**src/rtl/ddr_port1_reader_if.sv**
```systemverilog
// ddr_port1_reader_if: MCB port-1 read command/data bus plus the pixel stream toward scanout.
// master = reader side, slave = MCB model / scanout sink.
interface ddr_port1_reader_if;
  logic        p1_cmd_en;
  logic [2:0]  p1_cmd_instr;
  logic [5:0]  p1_cmd_bl;
  logic [29:0] p1_cmd_byte_addr;
  logic        p1_cmd_full;
  logic        p1_rd_en;
  logic [31:0] p1_rd_data;
  logic        p1_rd_empty;
  logic [31:0] pix_data;
  logic        pix_valid;
  logic        pix_sof;
  logic        pix_ready;

  modport master (
    output p1_cmd_en, p1_cmd_instr, p1_cmd_bl, p1_cmd_byte_addr, p1_rd_en,
    output pix_data, pix_valid, pix_sof,
    input  p1_cmd_full, p1_rd_data, p1_rd_empty, pix_ready
  );

  modport slave (
    input  p1_cmd_en, p1_cmd_instr, p1_cmd_bl, p1_cmd_byte_addr, p1_rd_en,
    input  pix_data, pix_valid, pix_sof,
    output p1_cmd_full, p1_rd_data, p1_rd_empty, pix_ready
  );
endinterface

```
**src/rtl/ddr_port1_reader.sv**
```systemverilog
// ddr_port1_reader: walks the frame buffer in fixed read bursts on MCB port 1 and streams words out.
// Optional double buffering (swap on frame_ready at frame wrap) under `DDR_RD_DBLBUF_EN.
module ddr_port1_reader #(
  parameter logic [29:0] BASE_ADDR   = 30'h0000000,
  parameter logic [29:0] BASE_ADDR1  = 30'h0400000,
  parameter int unsigned BURST_LEN   = 32,
  parameter int unsigned FRAME_WORDS = 921600
) (
  input  logic               clk,
  input  logic               nreset,
  input  logic               mem_calib_done,
  input  logic               frame_ready,
  ddr_port1_reader_if.master bus
);
  localparam int unsigned BEAT_W = 6;
  localparam int unsigned OFF_W  = 20;
  localparam int unsigned ADDR_W = 30;
  localparam logic [BEAT_W-1:0] LAST_BEAT = BEAT_W'(BURST_LEN - 1);
  localparam logic [OFF_W-1:0]  OFF_STEP  = OFF_W'(BURST_LEN);
  localparam logic [OFF_W-1:0]  OFF_LAST  = OFF_W'(FRAME_WORDS - BURST_LEN);

  typedef enum logic [1:0] {IDLE, CMD, DATA} state_t;

  state_t            state_q, state_d;
  logic [OFF_W-1:0]  word_off_q, word_off_d;
  logic [BEAT_W-1:0] beat_cnt_q, beat_cnt_d;
  logic              cmd_en_q, cmd_en_d;
  logic [ADDR_W-1:0] addr_q, addr_d;
  logic [ADDR_W-1:0] base;
  logic              pix_valid_c, pix_sof_c, xfer_c, frame_wrap_c;

  always_ff @(posedge clk or negedge nreset) begin
    if (!nreset) begin
      state_q    <= IDLE;
      word_off_q <= '0;
      beat_cnt_q <= '0;
      cmd_en_q   <= 1'b0;
      addr_q     <= '0;
    end else begin
      state_q    <= state_d;
      word_off_q <= word_off_d;
      beat_cnt_q <= beat_cnt_d;
      cmd_en_q   <= cmd_en_d;
      addr_q     <= addr_d;
    end
  end

  // One command in flight: issue in CMD, drain exactly one burst in DATA, then re-arm.
  always_comb begin
    state_d      = state_q;
    word_off_d   = word_off_q;
    beat_cnt_d   = beat_cnt_q;
    cmd_en_d     = 1'b0;
    addr_d       = addr_q;
    pix_valid_c  = 1'b0;
    pix_sof_c    = 1'b0;
    xfer_c       = 1'b0;
    frame_wrap_c = 1'b0;
    case (state_q)
      IDLE: begin
        if (mem_calib_done) state_d = CMD;
      end
      CMD: begin
        if (!mem_calib_done) begin
          state_d = IDLE;
        end else if (!bus.p1_cmd_full) begin
          cmd_en_d   = 1'b1;
          addr_d     = base + ADDR_W'({word_off_q, 2'b00});
          beat_cnt_d = '0;
          state_d    = DATA;
        end
      end
      DATA: begin
        pix_valid_c = !bus.p1_rd_empty;
        pix_sof_c   = pix_valid_c && (word_off_q == '0) && (beat_cnt_q == '0);
        xfer_c      = pix_valid_c && bus.pix_ready;
        if (xfer_c) begin
          beat_cnt_d = beat_cnt_q + BEAT_W'(1);
          if (beat_cnt_q == LAST_BEAT) begin
            frame_wrap_c = (word_off_q == OFF_LAST);
            word_off_d   = frame_wrap_c ? '0 : word_off_q + OFF_STEP;
            state_d      = mem_calib_done ? CMD : IDLE;
          end
        end
      end
      default: state_d = IDLE;
    endcase
  end

`ifdef DDR_RD_DBLBUF_EN
  logic buf_sel_q, pending_q;

  // A frame_ready arriving in the wrap cycle itself is honoured at that wrap.
  always_ff @(posedge clk or negedge nreset) begin
    if (!nreset) begin
      buf_sel_q <= 1'b0;
      pending_q <= 1'b0;
    end else if (frame_wrap_c) begin
      if (pending_q || frame_ready) buf_sel_q <= ~buf_sel_q;
      pending_q <= 1'b0;
    end else if (frame_ready) begin
      pending_q <= 1'b1;
    end
  end

  assign base = buf_sel_q ? BASE_ADDR1 : BASE_ADDR;
`else
  logic unused_dblbuf;

  assign base          = BASE_ADDR;
  assign unused_dblbuf = ^{frame_ready, BASE_ADDR1, frame_wrap_c};
`endif

  assign bus.p1_cmd_en        = cmd_en_q;
  assign bus.p1_cmd_instr     = 3'b001;
  assign bus.p1_cmd_bl        = LAST_BEAT;
  assign bus.p1_cmd_byte_addr = addr_q;
  assign bus.p1_rd_en         = xfer_c;
  assign bus.pix_valid        = pix_valid_c;
  assign bus.pix_sof          = pix_sof_c;
  // Data is forced to zero when not valid so idle/reset outputs read as 0.
  assign bus.pix_data         = pix_valid_c ? bus.p1_rd_data : '0;
endmodule
```
**src/flat_wrapper.sv**
```systemverilog
// flat-port wrapper written by rule: the top's interface ports become plain ports
module ddr_port1_reader_flat 
#(
  parameter logic [29:0] BASE_ADDR   = 30'h0000000,
  parameter logic [29:0] BASE_ADDR1  = 30'h0400000,
  parameter int unsigned BURST_LEN   = 32,
  parameter int unsigned FRAME_WORDS = 921600
)
  (clk, nreset, mem_calib_done, frame_ready, bus_p1_cmd_en, bus_p1_cmd_instr, bus_p1_cmd_bl, bus_p1_cmd_byte_addr, bus_p1_rd_en, bus_pix_data, bus_pix_valid, bus_pix_sof, bus_p1_cmd_full, bus_p1_rd_data, bus_p1_rd_empty, bus_pix_ready);
  ddr_port1_reader_if bus_i ();
  input  logic clk;
  input  logic nreset;
  input  logic mem_calib_done;
  input  logic frame_ready;
  output wire logic [$bits(bus_i.p1_cmd_en)-1:0] bus_p1_cmd_en;
  output wire logic [$bits(bus_i.p1_cmd_instr)-1:0] bus_p1_cmd_instr;
  output wire logic [$bits(bus_i.p1_cmd_bl)-1:0] bus_p1_cmd_bl;
  output wire logic [$bits(bus_i.p1_cmd_byte_addr)-1:0] bus_p1_cmd_byte_addr;
  output wire logic [$bits(bus_i.p1_rd_en)-1:0] bus_p1_rd_en;
  output wire logic [$bits(bus_i.pix_data)-1:0] bus_pix_data;
  output wire logic [$bits(bus_i.pix_valid)-1:0] bus_pix_valid;
  output wire logic [$bits(bus_i.pix_sof)-1:0] bus_pix_sof;
  input wire logic [$bits(bus_i.p1_cmd_full)-1:0] bus_p1_cmd_full;
  input wire logic [$bits(bus_i.p1_rd_data)-1:0] bus_p1_rd_data;
  input wire logic [$bits(bus_i.p1_rd_empty)-1:0] bus_p1_rd_empty;
  input wire logic [$bits(bus_i.pix_ready)-1:0] bus_pix_ready;
  assign bus_p1_cmd_en = bus_i.p1_cmd_en;
  assign bus_p1_cmd_instr = bus_i.p1_cmd_instr;
  assign bus_p1_cmd_bl = bus_i.p1_cmd_bl;
  assign bus_p1_cmd_byte_addr = bus_i.p1_cmd_byte_addr;
  assign bus_p1_rd_en = bus_i.p1_rd_en;
  assign bus_pix_data = bus_i.pix_data;
  assign bus_pix_valid = bus_i.pix_valid;
  assign bus_pix_sof = bus_i.pix_sof;
  assign bus_i.p1_cmd_full = bus_p1_cmd_full;
  assign bus_i.p1_rd_data = bus_p1_rd_data;
  assign bus_i.p1_rd_empty = bus_p1_rd_empty;
  assign bus_i.pix_ready = bus_pix_ready;
  ddr_port1_reader #(.BASE_ADDR(BASE_ADDR), .BASE_ADDR1(BASE_ADDR1), .BURST_LEN(BURST_LEN), .FRAME_WORDS(FRAME_WORDS)) u_core (.clk(clk), .nreset(nreset), .mem_calib_done(mem_calib_done), .frame_ready(frame_ready), .bus(bus_i));
endmodule
```
**config.mk**
```make
export PLATFORM = sky130hd
export DESIGN_NAME = ddr_port1_reader_flat
export DESIGN_NICKNAME = d
export VERILOG_FILES = /design/src/rtl/ddr_port1_reader_if.sv /design/src/rtl/ddr_port1_reader.sv /design/src/flat_wrapper.sv
export SDC_FILE = /design/constraint.sdc
export NUM_CORES = 1
export LEC_CHECK = 0
export CAP_MARGIN = 20
export CORE_MARGIN = 3
export CORE_UTILIZATION = 40
export CTS_CLUSTER_DIAMETER = 120
export DETAILED_ROUTE_END_ITERATION = 10
export HOLD_SLACK_MARGIN = 0.15
export MAX_ROUTING_LAYER = met4
export PLACE_DENSITY_LB_ADDON = 0.2
export SLEW_MARGIN = 15
export SYNTH_ARGS = -nofsm -noshare
export SYNTH_HDL_FRONTEND = slang
export SYNTH_SLANG_ARGS = --single-unit
```
**constraint.sdc**
```tcl
create_clock -name clk -period 2.5 [get_ports clk]
set_clock_uncertainty 0.2 [all_clocks]
set_input_delay 0.5 -clock clk [delete_from_list [all_inputs] [get_ports clk]]
set_output_delay 0.5 -clock clk [all_outputs]
set_load 0.03 [all_outputs]
```
==> summary.md <==
| Metric | Value |
|---|---|
| Result of the run | `complete, no violations` |
| Row Count | `26` |
| Number of fill cells in the layout | `441` |
| Pin count of the biggest net entering global routing | `34` |
| Vias | `1897` |
| Synth cell count leaders | `dfrtp_1 (39), and2_1 (32), buf_4 (24), mux2_2 (17), nor2_1 (9)` |
| Crit path capture type | `output pin` |
| Setup WS post-layout | `0.08213 ns` |
| Root buffer cell | `clkbuf_8` |
| Clock tree buffer depth | `2` |
| GRT met3 Usage | `5.543%` |
| Synth Cell Area | `2240 sq um` |
| EDFF count, synth | `0` |
| Worst EP arrival | `1.72 ns` |
| RSZ-0062 raised after global routing | `no` |
| Vias per Instance | `4.852` |
| Dpl ws | `0.02251 ns` |
| TritonCTS buffer count | `5` |
| Area Overhead vs Synth | `46.09%` |
| Antenna violation net count after detailed routing | `0` |
| Crit path time final | `2.418 ns` |
| Initial antenna violation count | `0` |
| Max_cap viols | `0` |
| DRT iter0 DRCs | `63` |
| Busiest metal layer after global routing | `met2` |
| Worst skew pair latency | `0.29 ns` |
| TritonCTS clock tree | `done` |
| CP Max Fanout | `8` |
| Cells after Synth | `220` |
| Clock slew at reported path FFs | `0.07 ns` |
| Port Buf Inserts | `88` |
| GRT Residual Overflow | `0` |
| Synth area leaders | `dfrtp_1 (44%), and2_1 (8.9%), mux2_2 (8.5%), buf_4 (8.0%), xor2_1 (2.7%)` |
| Hold crit path type | `flip-flop to flip-flop` |
| Die H | `80.83 microns` |
| Cell taking the most area after synthesis | `dfrtp_1` |
| Chip Width | `80.83 microns` |
| Antenna diodes | `0` |
| P_leak | `0.001570 uW` |
| Clk sink count | `39` |
| Power per cell area | `453.5 nW/um^2` |
| GPL Wtd Cong | `0.8593` |
| Footprint of the multi-input gates | `1165 sq um` |
| Setup violators final | `0` |
| Final period utilization | `96.71%` |
| Fmax | `413.6 MHz` |
| Crit path kind | `primary input to output pin` |
| Share of flip-flops with an asynchronous set or reset | `100.0%` |
| VDD IR-drop max | `340.3 uV` |
| Met2 usage | `29.72%` |
| Nets@finish | `363` |
| CORE AREA | `5270 sq um` |
| Post-synthesis sequential area ratio | `43.58%` |
| Register cell area after layout | `977.2 sq um` |
| Max-slew violations | `0` |
| First-pass GRT wire length | `8673 microns` |
| Total die area | `6533 sq um` |
| I/O pin total | `114` |
| Syn Area/Cell | `10.18 sq um` |
| Main synth FF type | `dfrtp_1` |
| Layout cells sized above 1 | `27.41%` |
| Routed len/inst | `13.79 microns` |
| DRC Markers | `0` |
| Top-area cell type share of the netlist area | `43.58%` |
| Worst endpoint required time | `1.80 ns` |
| TritonRoute pass-1 iters | `4` |
| Crit start category | `primary input` |
| Met1 Track Usage GR | `19.72%` |
| Yosys cell types | `43` |
| Vias in the first global route | `1858` |
| Count leader, synth | `dfrtp_1` |
| Setup TNS Final | `0 ns` |
| # H-tree levels | `2` |
| Syn. warnings | `0` |
| Post-synthesis register bit count | `39` |
| Initial Util | `42.50%` |
| Final WL | `5390 microns` |
| Hold Violations, Final | `0` |
| Detailed Place HPWL | `4127 microns` |
| All-Layer GR Usage | `17.60%` |
-- layout by cell type (no fill, tap or decap), types with 2 or more instances in the layout --
master and instances:
clkdlybuf4s50_1 51, buf_4 48, dfrtp_1 38, and2_1 32, conb_1 24, mux2_2 17, nor2_1 9, nand4_1 8
nand3_1 8, nand2_1 7, xor2_1 7, a22o_1 6, clkbuf_8 5, inv_1 4, and3_1 4, nor3_1 4
nor4_1 3, nor2b_1 3, o21ai_0 3, xnor2_1 3, ha_1 3, or4_4 2, nor4_2 2, or4_1 2
buf_6 2
-- registers in the layout, summed over array words and instances, names as in the netlist --
signal and count:
u_core.bus.p1_cmd_byte_addr 15, u_core.beat_cnt_q 6, u_core.state_q 2, u_core.bus.p1_cmd_en 1, u_core.word_off_q 15
-- area by class of cell --
cell class,instances,share of cell area [%]
Sequential cell,39,29.87
Multi-Input combinational cell,167,35.60
Timing Repair Buffer,104,28.15
Clock inverter,2,1.147
Clock buffer,5,2.103
Inverter,4,0.4589
Tap cell,70,2.677
-- routing by layer --
metal  up-vias  part of all wire [%]
li1        924                     -
met1       895                    41
met2        74                    48
met3         4                   9.6
met4         0                   1.2
met5         -                     0
-- per-stage QoR --
step | util [%] | area (sq um) | hold slack (ns) | instances | power [uW]
2_1_floorplan | - | 2328 | 0.004409 | 242 | 879.5
3_5_place_dp | 58.52 | 3084 | 0.2953 | 379 | 984.4
4_1_cts | 61.25 | 3228 | 0.3130 | 389 | 1496
3_3_place_gp | 58.52 | 3084 | 0.2890 | 379 | 981.4
5_1_grt | 62.08 | 3272 | 0.3268 | 391 | 1558
6_report | 62.08 | 3272 | 0.3088 | 391 | 1484
-- worst max-delay path, cell delays in order --
cell	delay, ns
clkdlybuf4s50_1	0.47
nor4bb_2	0.28
buf_4	0.17
buf_4	0.14
buf_4	0.16
-- repair_timing --
action / 4_1_cts / 5_1_grt
hold buffers: 1 / 0
resized for setup: 3 / 8
endpoints found under the setup margin: 1 / 33
buffers inserted: 2 / 1
pin swaps: 0 / 3
hold endpoints to repair: 21 / 0
gates cloned: 0 / 1
-- power by group --
group	switching [uW]	internal [uW]
Clock	211	291
Sequential	25.5	648
Combinational	171	136
-- cells by family (layout without fill, tap and decap cells) --
family / Yosys count / in the layout / share of synthesized area, %
AO/OA/AOI/OAI: 17 / 17 / 5.587
AND/OR/NAND/NOR: 95 / 95 / 25.75
buffers and inverters: 36 / 115 / 10.17
other: 2 / 24 / 0.3353
multiplexers: 18 / 18 / 8.994
XOR/XNOR: 10 / 10 / 3.911
flip-flops: 39 / 39 / 43.58
adder cells (fa/ha/maj): 3 / 3 / 1.676
-- path summary, 6_finish.rpt --
| path | from | endpoint | cells past startpoint | slack, ns |
|---|---|---|---|---|
| max reg2reg | u_core.word_off_q[13] | u_core.word_off_q[11] | 5 | 0.28 |
| min in group asynchronous | nreset | u_core.bus.p1_cmd_byte_addr[9] | 2 | 0.49 |
| max | bus_pix_ready | bus_p1_rd_en | 5 | 0.08 |
| min | u_core.bus.p1_cmd_byte_addr[16] | u_core.bus.p1_cmd_byte_addr[16] | 1 | 0.31 |
| min reg2reg | u_core.bus.p1_cmd_byte_addr[16] | u_core.bus.p1_cmd_byte_addr[16] | 1 | 0.31 |
| max in group asynchronous | nreset | u_core.bus.p1_cmd_byte_addr[19] | 3 | 1.09 |
Note: power is estimated with default switching activity, not from simulation.
